--- config.mk ---
export PLATFORM = sky130hd
export DESIGN_NAME = fc_mac_feeder
export DESIGN_NICKNAME = d
export VERILOG_FILES = /design/src/rtl/fc_pkg.sv /design/src/rtl/fc_addr_gen.sv /design/src/rtl/fc_mac_feeder.sv
export SDC_FILE = /design/constraint.sdc
export NUM_CORES = 1
export LEC_CHECK = 0
export BUFFER_PORTS_ARGS = -buffer_cell sky130_fd_sc_hd__buf_4
export CORE_AREA = 2 2 232 234
export DETAILED_ROUTE_END_ITERATION = 16
export DIE_AREA = 0 0 234 236
export PLACE_DENSITY = 0.44
export SETUP_SLACK_MARGIN = 0.2
export SLEW_MARGIN = 20
export SYNTH_ARGS = -nofsm -noshare
export SYNTH_HDL_FRONTEND = slang
export SYNTH_SLANG_ARGS = --single-unit
--- constraint.sdc ---
create_clock -name clk -period 2.6 [get_ports clk]
set_input_delay 0.26 -clock clk [delete_from_list [all_inputs] [get_ports clk]]
set_output_delay 0.26 -clock clk [all_outputs]
set_load 0.05 [all_outputs]
--- src/rtl/fc_pkg.sv ---
// Shared types and default geometry for the fully-connected MAC feeder.
package fc_pkg;

  localparam int FC_DATA_WIDTH   = 8;
  localparam int FC_WEIGHT_WIDTH = 4;
  localparam int FC_MAC_NUM      = 20;
  localparam int FC_WIN_NUM      = 40;
  localparam int FC_OUT_NUM      = 500;
  localparam int FC_ACT_AW       = 6;
  localparam int FC_WGT_AW       = 15;
  localparam int FC_IDX_W        = 16;

  typedef enum logic [1:0] {
    IDLE  = 2'd0,
    RUN   = 2'd1,
    DRAIN = 2'd2,
    DONE  = 2'd3
  } fc_state_e;

  typedef logic signed [31:0] fc_acc_t;

endpackage

--- src/rtl/fc_addr_gen.sv ---
// Window/neuron counters for the FC feeder: SRAM read addresses plus the
// first/last/final tags that travel down the pipeline with each address.
module fc_addr_gen
  import fc_pkg::*;
#(
  parameter int ACT_AW  = FC_ACT_AW,
  parameter int WGT_AW  = FC_WGT_AW,
  parameter int WIN_NUM = FC_WIN_NUM,
  parameter int OUT_NUM = FC_OUT_NUM
) (
  input  logic                clk,
  input  logic                srstn,
  input  logic                run_i,
  output logic [ACT_AW-1:0]   act_addr_o,
  output logic [WGT_AW-1:0]   wgt_addr_o,
  output logic                first_o,
  output logic                last_o,
  output logic                final_o,
  output logic [FC_IDX_W-1:0] idx_o
);

  localparam logic [ACT_AW-1:0]   WIN_LAST = ACT_AW'(WIN_NUM - 1);
  localparam logic [FC_IDX_W-1:0] OUT_LAST = FC_IDX_W'(OUT_NUM - 1);

  logic [ACT_AW-1:0]   win_q, win_d;
  logic [FC_IDX_W-1:0] out_q, out_d;
  logic [WGT_AW-1:0]   waddr_q, waddr_d;
  logic                last_s;
  logic                final_s;

  assign last_s  = (win_q == WIN_LAST);
  assign final_s = last_s && (out_q == OUT_LAST);

  // The weight address is a free-running count, never out_cnt*WIN_NUM.
  always_comb begin
    win_d   = win_q;
    out_d   = out_q;
    waddr_d = waddr_q;
    if (run_i) begin
      if (final_s) begin
        win_d   = {ACT_AW{1'b0}};
        out_d   = {FC_IDX_W{1'b0}};
        waddr_d = {WGT_AW{1'b0}};
      end else if (last_s) begin
        win_d   = {ACT_AW{1'b0}};
        out_d   = out_q + FC_IDX_W'(1);
        waddr_d = waddr_q + WGT_AW'(1);
      end else begin
        win_d   = win_q + ACT_AW'(1);
        waddr_d = waddr_q + WGT_AW'(1);
      end
    end else begin
      win_d   = win_q;
      out_d   = out_q;
      waddr_d = waddr_q;
    end
  end

  always_ff @(posedge clk or negedge srstn) begin
    if (!srstn) begin
      win_q   <= {ACT_AW{1'b0}};
      out_q   <= {FC_IDX_W{1'b0}};
      waddr_q <= {WGT_AW{1'b0}};
    end else begin
      win_q   <= win_d;
      out_q   <= out_d;
      waddr_q <= waddr_d;
    end
  end

  assign act_addr_o = win_q;
  assign wgt_addr_o = waddr_q;
  assign first_o    = (win_q == {ACT_AW{1'b0}});
  assign last_o     = last_s;
  assign final_o    = final_s;
  assign idx_o      = out_q;

endmodule

--- src/rtl/fc_mac_feeder.sv ---
// Streams activation/weight windows from SRAM into the FC-layer MAC and captures
// one 32-bit sum per output neuron. Define FC_RELU_EN to clamp negative sums to 0.
module fc_mac_feeder
  import fc_pkg::*;
#(
  parameter int DATA_WIDTH   = FC_DATA_WIDTH,
  parameter int WEIGHT_WIDTH = FC_WEIGHT_WIDTH,
  parameter int MAC_NUM      = FC_MAC_NUM,
  parameter int WIN_NUM      = FC_WIN_NUM,
  parameter int OUT_NUM      = FC_OUT_NUM,
  parameter int ACT_AW       = FC_ACT_AW,
  parameter int WGT_AW       = FC_WGT_AW
) (
  input  logic                             clk,
  input  logic                             srstn,
  input  logic                             start,
  output logic [ACT_AW-1:0]                sram_raddr_act,
  input  logic [MAC_NUM*DATA_WIDTH-1:0]    sram_rdata_act,
  output logic [WGT_AW-1:0]                sram_raddr_weight,
  input  logic [MAC_NUM*WEIGHT_WIDTH-1:0]  sram_rdata_weight,
  output logic [MAC_NUM*DATA_WIDTH-1:0]    src_window,
  output logic [MAC_NUM*WEIGHT_WIDTH-1:0]  weight_window,
  output logic                             accumulate_reset,
  input  logic signed [31:0]               mac_data_out,
  output logic signed [31:0]               result,
  output logic                             result_valid,
  output logic [15:0]                      result_idx,
  output logic                             busy,
  output logic                             done
);

  fc_state_e           state_q, state_d;
  logic [1:0]          drain_q, drain_d;
  logic                run_s;
  logic                a_first_s, a_last_s, a_final_s;
  logic [FC_IDX_W-1:0] a_idx_s;

  logic                d_valid_q, d_first_q, d_last_q;
  logic [FC_IDX_W-1:0] d_idx_q;

  logic [MAC_NUM*DATA_WIDTH-1:0]   src_q;
  logic [MAC_NUM*WEIGHT_WIDTH-1:0] wgt_q;
  logic                            acc_reset_q;
  logic                            w_fire_q;
  logic [FC_IDX_W-1:0]             w_idx_q;

  logic                result_valid_q;
  logic [FC_IDX_W-1:0] result_idx_q;
  fc_acc_t             result_hold_q;
  fc_acc_t             capture_s;
  logic                busy_q, done_q;

  assign run_s = (state_q == RUN);

  fc_addr_gen #(
    .ACT_AW  (ACT_AW),
    .WGT_AW  (WGT_AW),
    .WIN_NUM (WIN_NUM),
    .OUT_NUM (OUT_NUM)
  ) u_addr_gen (
    .clk        (clk),
    .srstn      (srstn),
    .run_i      (run_s),
    .act_addr_o (sram_raddr_act),
    .wgt_addr_o (sram_raddr_weight),
    .first_o    (a_first_s),
    .last_o     (a_last_s),
    .final_o    (a_final_s),
    .idx_o      (a_idx_s)
  );

  // Layer sequencing; DRAIN covers the D, W and R stages behind the last address.
  always_comb begin
    state_d = state_q;
    drain_d = drain_q;
    case (state_q)
      IDLE: begin
        if (start) state_d = RUN;
        else       state_d = IDLE;
      end
      RUN: begin
        drain_d = 2'd0;
        if (a_final_s) state_d = DRAIN;
        else           state_d = RUN;
      end
      DRAIN: begin
        if (drain_q == 2'd2) state_d = DONE;
        else                 drain_d = drain_q + 2'd1;
      end
      DONE:    state_d = IDLE;
      default: state_d = IDLE;
    endcase
  end

  always_ff @(posedge clk or negedge srstn) begin
    if (!srstn) begin
      state_q <= IDLE;
      drain_q <= 2'd0;
      busy_q  <= 1'b0;
      done_q  <= 1'b0;
    end else begin
      state_q <= state_d;
      drain_q <= drain_d;
      busy_q  <= (state_d == RUN) || (state_d == DRAIN);
      done_q  <= (state_d == DONE);
    end
  end

  // Tags ride alongside the data: A -> D -> W -> R.
  always_ff @(posedge clk or negedge srstn) begin
    if (!srstn) begin
      d_valid_q      <= 1'b0;
      d_first_q      <= 1'b0;
      d_last_q       <= 1'b0;
      d_idx_q        <= {FC_IDX_W{1'b0}};
      src_q          <= '0;
      wgt_q          <= '0;
      acc_reset_q    <= 1'b0;
      w_fire_q       <= 1'b0;
      w_idx_q        <= {FC_IDX_W{1'b0}};
      result_valid_q <= 1'b0;
      result_idx_q   <= {FC_IDX_W{1'b0}};
      result_hold_q  <= 32'sd0;
    end else begin
      d_valid_q      <= run_s;
      d_first_q      <= run_s & a_first_s;
      d_last_q       <= run_s & a_last_s;
      d_idx_q        <= a_idx_s;
      src_q          <= d_valid_q ? sram_rdata_act : '0;
      wgt_q          <= d_valid_q ? sram_rdata_weight : '0;
      acc_reset_q    <= d_valid_q & d_first_q;
      w_fire_q       <= d_valid_q & d_last_q;
      w_idx_q        <= d_idx_q;
      result_valid_q <= w_fire_q;
      result_idx_q   <= w_fire_q ? w_idx_q : result_idx_q;
      result_hold_q  <= result_valid_q ? capture_s : result_hold_q;
    end
  end

`ifdef FC_RELU_EN
  assign capture_s = mac_data_out[31] ? 32'sd0 : mac_data_out;
`else
  assign capture_s = mac_data_out;
`endif

  // The finished sum is only on mac_data_out during the R cycle, so it is
  // passed straight through then and held from the register afterwards.
  assign result            = result_valid_q ? capture_s : result_hold_q;
  assign result_valid      = result_valid_q;
  assign result_idx        = result_idx_q;
  assign src_window        = src_q;
  assign weight_window     = wgt_q;
  assign accumulate_reset  = acc_reset_q;
  assign busy              = busy_q;
  assign done              = done_q;

endmodule

==> impl_results.md, run 1 <==
- Setup TNS: 0 ns
- Area grow syn2layout: 75.9%
- Vias in the first global route: 10500
- Top-count cell post-synth: dfrtp_1
- CP endpoint kind: flop
- Setup-failing EPs final: 0
- Die W: 234 um
- Post-CTS Setup Inserts: 0
- Syn Inst Count: 863
- Yosys warns: 0
- Max Cap Viol: 0
- Fin crit share: 87.0%
- Worst Clk Skew: 0.0103 ns
- CP Class: reg -> reg
- Top Ports: 588
- Area leader, netlist: dfrtp_1
- Syn avg cell area: 14.5 sq um
- Post-DRT Antenna Nets: 0
- Post-synth top flop: dfrtp_1
- Sw frac: 26.2%
- Worst Tran Pin Value: 0.694 ns
- DP HPWL: 32000 um
- RSZ-0062 raised after global routing: no
- Worst Setup Start Kind: flop
- Netlist Area Pre-Place: 12500 sq um
- Hold WC Path Type: in -> async
- Status: finished, final reports clean
- Power density over cell area: 643 nW/um^2
- Critical-path top delay cell: or4_4
- RePlAce Congestion: 0.796
- Critical Path RT: 3.03 ns
- Power Internal: 0.0104 W
- Final net count: 2028
- CTS sink cnt: 369
- Async SR Flop Fraction: 100%
- Max-slew violations: 0
- Register area share after synthesis: 73.9%
- Vert. Die Dim: 236 um
- Max Buffers Root-to-Sink: 3
- Via Count: 9696
- Cell chain of the critical path: or4_1 -> or4_4 -> o21ai_2 -> o21ai_0 -> ha_1
- CTS tree: built
- FMAX: 0.442 GHz
- CP arrival: 2.70 ns
- Distinct cells, synth: 41
- Ratio of cells with drive above 1 in the final layout: 41.0%
- Sequential share of power: 42.5%
- Cell Rows: 85
- Initial antenna violation count: 2
- Worst vdd ir: 0.429 mV
- DR vias/cell: 3.91
- Clk root buf: clkbuf_16
- EDFF count, synth: 0
- DR DRC count: 0
- Clock network fraction of design power: 42.0%
- Syn_nets: 1144
- Comb power frac: 15.4%
- Drt wl/cell: 17.7 um
- Lkg Pwr: 10.4 nW
- Crit-path max cell delay: 0.60 ns
- R2R cell count: 5
- Place WS: 0.243 ns
- Drt pass-1 iters: 4
- Die Area: 55200 sq um
- Post-route setup slack: 0.337 ns
- Largest net degree at the start of global routing: 96
- WL final: 43800 um
- Final Hold Fails: 0
- Seq cells post-synth: 369
- Crit path max fanout: 5
- Minimum clock period: 2.26 ns
- Top post-synthesis cells by count: dfrtp_1, and2_1, mux2_2
- # H-tree levels: 2
- GR Overflow Total: 0
- Clk Latency, worst-skew pair: 0.56 ns
- Starting DRT DRC Count: 328
- Largest cells by area after synthesis: dfrtp_1, and2_1, mux2_2, clkbuf_1, xnor2_1
- Starting Density: 23.6%
- CTS Buf Count: 44
- I/O Buffers: 587
- Overall power: 0.0142 W
- Synth top area share: 73.9%
- First-pass GRT wire length: 64600 um
- Core area: 53100 sq um
- Total track usage: 15.5%
- CTS clk-pin slew, worst paths: 0.06 ns
- Max_slew headroom: 53.8%
- Sw power: 0.00371 W
[flip-flops by register name (all words and copies together), names as in the netlist, 2 cells and up]
signal and flops:
u_addr_gen.act_addr_o 6, d_idx_q 16, u_addr_gen.wgt_addr_o 15, state_q 2, drain_q 2, result_idx 16, u_addr_gen.idx_o 16, result_hold_q 32
src_window 160, weight_window 80, w_idx_q 16
[critical path: cells and delay by family (launching register included)]
kind / cells / cell delay, ns
simple gates: 2 / 1.14
compound gates: 2 / 0.29
flops: 1 / 0.42
fa+ha+maj: 1 / 0.30
[cell type report]
cell class	count	area (sq um)
antenna	2	5.00
clock buffer	68	1340
clock inverter	11	72.6
fill	5066	31100
inverter	7	26.3
multi-input combinational	448	3090
sequential	369	9240
tap	696	871
timing repair buffer	877	7350
[power groups by stage]
stage	Sequential, W	Clock [W]	Combinational [W]
finish	0.00602	0.00595	0.00219
global route	0.00604	0.00642	0.00230
CTS	0.00602	0.00617	0.00221
detailed placement	0.00612	0	0.00185
global placement	0.00612	0	0.00184
floorplan	0.00681	0	0.000251
[cells in the final DEF, fill, tap and decap left out, drive strengths merged, types with 7 or more instances in the layout]
master         n
nand3         15
dfrtp        369
clkinv        11
mux2          48
clkbuf        68
nor2          18
or3            7
dlygate4sd3  274
o21ai         15
nand4          9
nand2         22
and2         243
buf          603
xnor2         14
xor2           9
[kinds of logic after synthesis]
group,Yosys count,share of synthesized area [%]
buffers and inverters,46,1.53
flip-flops,369,73.9
adder cells (fa/ha/maj),6,0.600
AND/OR/NAND/NOR,338,16.5
AO/OA/AOI/OAI,32,1.50
multiplexers,49,4.40
XOR/XNOR,23,1.61
[worst paths after layout]
| check | start | endpoint | slack, ns |
|---|---|---|---|
| min in group clk | d_idx_q[11] | w_idx_q[11] | 0.35 |
| min reg2reg | d_idx_q[11] | w_idx_q[11] | 0.35 |
| max | u_addr_gen.idx_o[13] | busy | 0.34 |
| min | srstn | w_idx_q[8] | 0.26 |
| max reg2reg | u_addr_gen.idx_o[13] | busy | 0.34 |
| max in group asynchronous | srstn | d_valid_q | 1.54 |
[per-layer routing]
metal | part of all wire [%] | vias up | track usage, %
met5 | 0.016 | - | 0
met4 | 2.9 | 2 | 5.70
met3 | 9.0 | 67 | 5.43
met2 | 50 | 373 | 26.7
met1 | 38 | 4702 | 17.6
li1 | - | 4552 | -
[metrics by stage]
stage               hold WS (ns)  instance area (sq um)  util (%)  std cells
global placement           0.274                  17800      33.6       2123
finish                     0.258                  22000      41.5       2478
floorplan                -0.0356                  12500         -        863
CTS                        0.253                  22000      41.4       2476
global route               0.283                  22000      41.4       2477
detailed placement         0.276                  17800      33.6       2123
[what timing repair did]
| item | 4_1_cts | 5_1_grt |
|---|---|---|
| gates resized for setup | 0 | 3 |
| hold buffers | 274 | 0 |
| endpoints found under the hold margin | 323 | 0 |
| endpoints found under the setup margin | 0 | 5 |
Power figures use the tool's default switching activity.
==> inputs of run 2 (changes only) <==
--- a/config.mk
+++ b/config.mk
@@ -6,12 +6,13 @@
 export NUM_CORES = 1
 export LEC_CHECK = 0
 export BUFFER_PORTS_ARGS = -buffer_cell sky130_fd_sc_hd__buf_4
-export CORE_AREA = 2 2 232 234
+export CORE_AREA = 2 2 227 229
 export DETAILED_ROUTE_END_ITERATION = 16
-export DIE_AREA = 0 0 234 236
-export PLACE_DENSITY = 0.44
+export DIE_AREA = 0 0 229 231
+export PLACE_DENSITY = 0.46
 export SETUP_SLACK_MARGIN = 0.2
 export SLEW_MARGIN = 20
 export SYNTH_ARGS = -nofsm -noshare
 export SYNTH_HDL_FRONTEND = slang
+export SYNTH_HIERARCHICAL = 1
 export SYNTH_SLANG_ARGS = --single-unit
==> impl_results.md, run 2 <==
- Post-CTS Setup Inserts: 0 (unchanged)
- Final Hold Fails: 0 (unchanged)
- Clk root buf: clkbuf_16 (unchanged)
- Area leader, netlist: dfrtp_1 (unchanged)
- Crit-path max cell delay: 0.43 ns (was 0.60 ns)
- R2R Setup Slk: 0.43 ns (was 0.34 ns)
- Starting Density: 25.1% (was 23.6%)
- Worst hold endpoint: state_q[0]
- Clk Latency, worst-skew pair: 0.55 ns (was 0.56 ns)
- Place WS: 0.378 ns (was 0.243 ns)
- Worst Clk Skew: 0.0146 ns (was 0.0103 ns)
- Synth Area in Compound Gates: 0.787% (was 1.50%)
- Area share of and/or/nand/nor cells after synthesis: 16.4% (was 16.5%)
- Total track usage: 16.0% (was 15.5%)
- Worst Tran Pin Value: 0.771 ns (was 0.694 ns)
- Initial antenna violation count: 2 (unchanged)
- Hold WC Path Type: in -> reg (was in -> async)
- DR vias/cell: 3.95 (was 3.91)
- Top-count cell post-synth: dfrtp_1 (unchanged)
- Crit path max fanout: 33 (was 5)
- Design area: 22000 sq um (about the same)
- Most frequent cells in the layout: buf_4, dfrtp_1, dlygate4sd3_1, and2_1, clkbuf_16 (was buf_4, dfrtp_1, dlygate4sd3_1, and2_1, mux2_2)
- Post-CTS Resized: 0 (unchanged)
- Setup TNS: 0 ns (unchanged)
- CTS Buf Count: 43 (was 44)
- RR Endpoint: busy (unchanged)
- Seq cells post-synth: 369 (unchanged)
- Lkg Pwr: 10.4 nW (about the same)
- Post-route setup slack: 0.432 ns (was 0.337 ns)
- CTS clk-pin slew, worst paths: 0.05 ns (was 0.06 ns)
- Critical Path RT: 2.34 ns (was 3.03 ns)
- Syn_nets: 1145 (was 1144)
- # H-tree levels: 2 (unchanged)
- Synth Area in XOR/XNOR: 1.79% (was 1.61%)
- Max reg flops: 160 (unchanged)
- Via Count: 9703 (was 9696)
- Cell Rows: 83 (was 85)
- Syn avg cell area: 14.7 sq um (was 14.5 sq um)
- First-pass GRT wire length: 64700 um (was 64600 um)
- Drt pass-1 iters: 4 (unchanged)
- Die W: 229 um (was 234 um)
- Post-synthesis mux area share: 4.82% (was 4.40%)
- Vias in the first global route: 10600 (was 10500)
- Largest net degree at the start of global routing: 141 (was 96)
- Final net count: 2027 (was 2028)
- I/O Buffers: 587 (unchanged)
- Starting DRT DRC Count: 447 (was 328)
- RSZ-0062 raised after global routing: no (unchanged)
- Most common cell after layout, fill and taps aside: buf_4 (unchanged)
- Fin crit share: 83.4% (was 87.0%)
- Max Cap Viol: 0 (unchanged)
- CTS sink cnt: 369 (unchanged)
- CP arrival: 1.91 ns (was 2.70 ns)
- Critical-path top delay cell: buf_4 (was or4_4)
- CP endpoint kind: primary output (was flop)
- Max Buffers Root-to-Sink: 3 (unchanged)
- Die Area: 52900 sq um (was 55200 sq um)
- Yosys warns: 6 (was 0)
- Worst Setup Start Kind: flop (unchanged)
- Worst vdd ir: 0.412 mV (was 0.429 mV)
- Top post-synthesis cells by count: dfrtp_1, and2_1, mux2_2 (unchanged)
- CP Class: reg -> out (was reg -> reg)
- EDFF count, synth: 0 (unchanged)
- FMAX: 0.461 GHz (was 0.442 GHz)
- Max_slew headroom: 48.6% (was 53.8%)
- Most used cell, CP: buf_4
- Post-DRT Antenna Nets: 0 (unchanged)
- Status: finished, final reports clean (unchanged)
- Async SR Flop Fraction: 100% (unchanged)
- GR Overflow Total: 0 (unchanged)
- RePlAce Congestion: 0.805 (was 0.796)
- Ratio of cells with drive above 1 in the final layout: 40.5% (was 41.0%)
- Cell chain of the critical path: buf_4 -> mux2_2 -> buf_4 (was or4_1 -> or4_4 -> o21ai_2 -> o21ai_0 -> ha_1)
- Main combinational cell family by area after synthesis: simple AND/OR/NAND/NOR gates (unchanged)
- DP HPWL: 30300 um (was 32000 um)
- Synth top area share: 72.6% (was 73.9%)
- Setup-failing EPs final: 0 (unchanged)
- Register area share after synthesis: 72.6% (was 73.9%)
- Overall power: 0.0142 W (about the same)
- Max-slew violations: 0 (unchanged)
- Post-Synth Adder-Cell Area: 0.590% (was 0.600%)
- Syn Inst Count: 864 (was 863)
- Netlist Area Pre-Place: 12700 sq um (was 12500 sq um)
- Worst r2r src: u_addr_gen/idx_o[12] (was u_addr_gen.idx_o[13])
- Placed cell area: 17800 sq um (about the same)
- Largest cells by area after synthesis: dfrtp_1, and2_1, mux2_2, buf_6, xnor2_1 (was dfrtp_1, and2_1, mux2_2, clkbuf_1, xnor2_1)
- WL final: 42600 um (was 43800 um)
- Vert. Die Dim: 231 um (was 236 um)
- Post-synth top flop: dfrtp_1 (unchanged)
- Hold path depth: 3
- Top Ports: 588 (unchanged)
- Power density over cell area: 646 nW/um^2 (was 643 nW/um^2)
- Drt wl/cell: 17.4 um (was 17.7 um)
- CTS tree: built (unchanged)
- Minimum clock period: 2.17 ns (was 2.26 ns)
- Hold wc startpoint: start
- Distinct cells, synth: 39 (was 41)
- DR DRC count: 0 (unchanged)
- Core area: 50700 sq um (was 53100 sq um)
- R2R cell count: 6 (was 5)
- Area grow syn2layout: 72.9% (was 75.9%)
run 2: report_power, final:
part	leakage, nW	total, W	switching [W]	internal (W)
clock	0.695	0.00599	0.00233	0.00366
combinational	5.23	0.00218	0.00125	0.000933
sequential	4.47	0.00602	0.0000626	0.00596
total	10.4	0.0142	0.00364	0.0106
run 2: worst max path at each step:
stage                             startpoint   endpoint  slack (ns)
detailed placement      u_addr_gen/idx_o[12]       busy        0.38
global placement        u_addr_gen/idx_o[12]       busy        0.44
global route             u_addr_gen/idx_o[3]       busy        0.26
floorplan           u_addr_gen/act_addr_o[1]       busy        0.36
CTS                             result_valid  result[4]        0.37
finish                          result_valid  result[4]        0.43
run 2: logic make-up (layout without fill, tap and decap cells):
| group | Yosys count | in the layout |
|---|---|---|
| DFF | 369 | 369 |
| and+or+nand+nor | 344 | 344 |
| muxes | 53 | 53 |
| buffers and inverters | 48 | 959 |
| xor gates and xnor gates | 26 | 26 |
| AOI/OAI and AO/OA | 18 | 18 |
| adders and majority gates | 6 | 6 |
| other | 0 | 1 |
run 2: area by class of cell:
cell class / instances / area (sq um)
Multi-Input combinational cell: 447 / 3100
Tap cell: 680 / 851
Clock buffer: 67 / 1320
Timing Repair Buffer: 875 / 7350
Sequential cell: 369 / 9240
Fill cell: 4756 / 28700
Inverter: 10 / 37.5
Antenna cell: 1 / 2.50
Clock inverter: 7 / 88.8
run 2: metal layers:
layer	part of all wire, %	global-route usage [%]	wire length (um)	up-vias
met5	0	0	0	-
met4	3.1	5.64	1340	0
met3	7.0	4.84	2990	72
met2	51	27.8	21800	347
met1	39	18.6	16500	4753
li1	-	-	-	4531
run 2: through the flow:
step / instances / util, % / hold slack, ns
2_1_floorplan: 864 / - / -0.0356
3_3_place_gp: 2108 / 35.2 / 0.265
3_5_place_dp: 2108 / 35.2 / 0.267
4_1_cts: 2455 / 43.4 / 0.116
5_1_grt: 2456 / 43.4 / 0.128
6_report: 2456 / 43.4 / 0.166
run 2: worst max-delay path, delay by kind of cell (launching register included):
kind	cells	cell delay, ns
buffers and inverters	2	0.63
flip-flops	1	0.32
multiplexers	1	0.42
run 2: timing repair:
action,CTS,global route
hold buffers,273,0
setup endpoints to repair,0,0
hold endpoints to repair,325,0
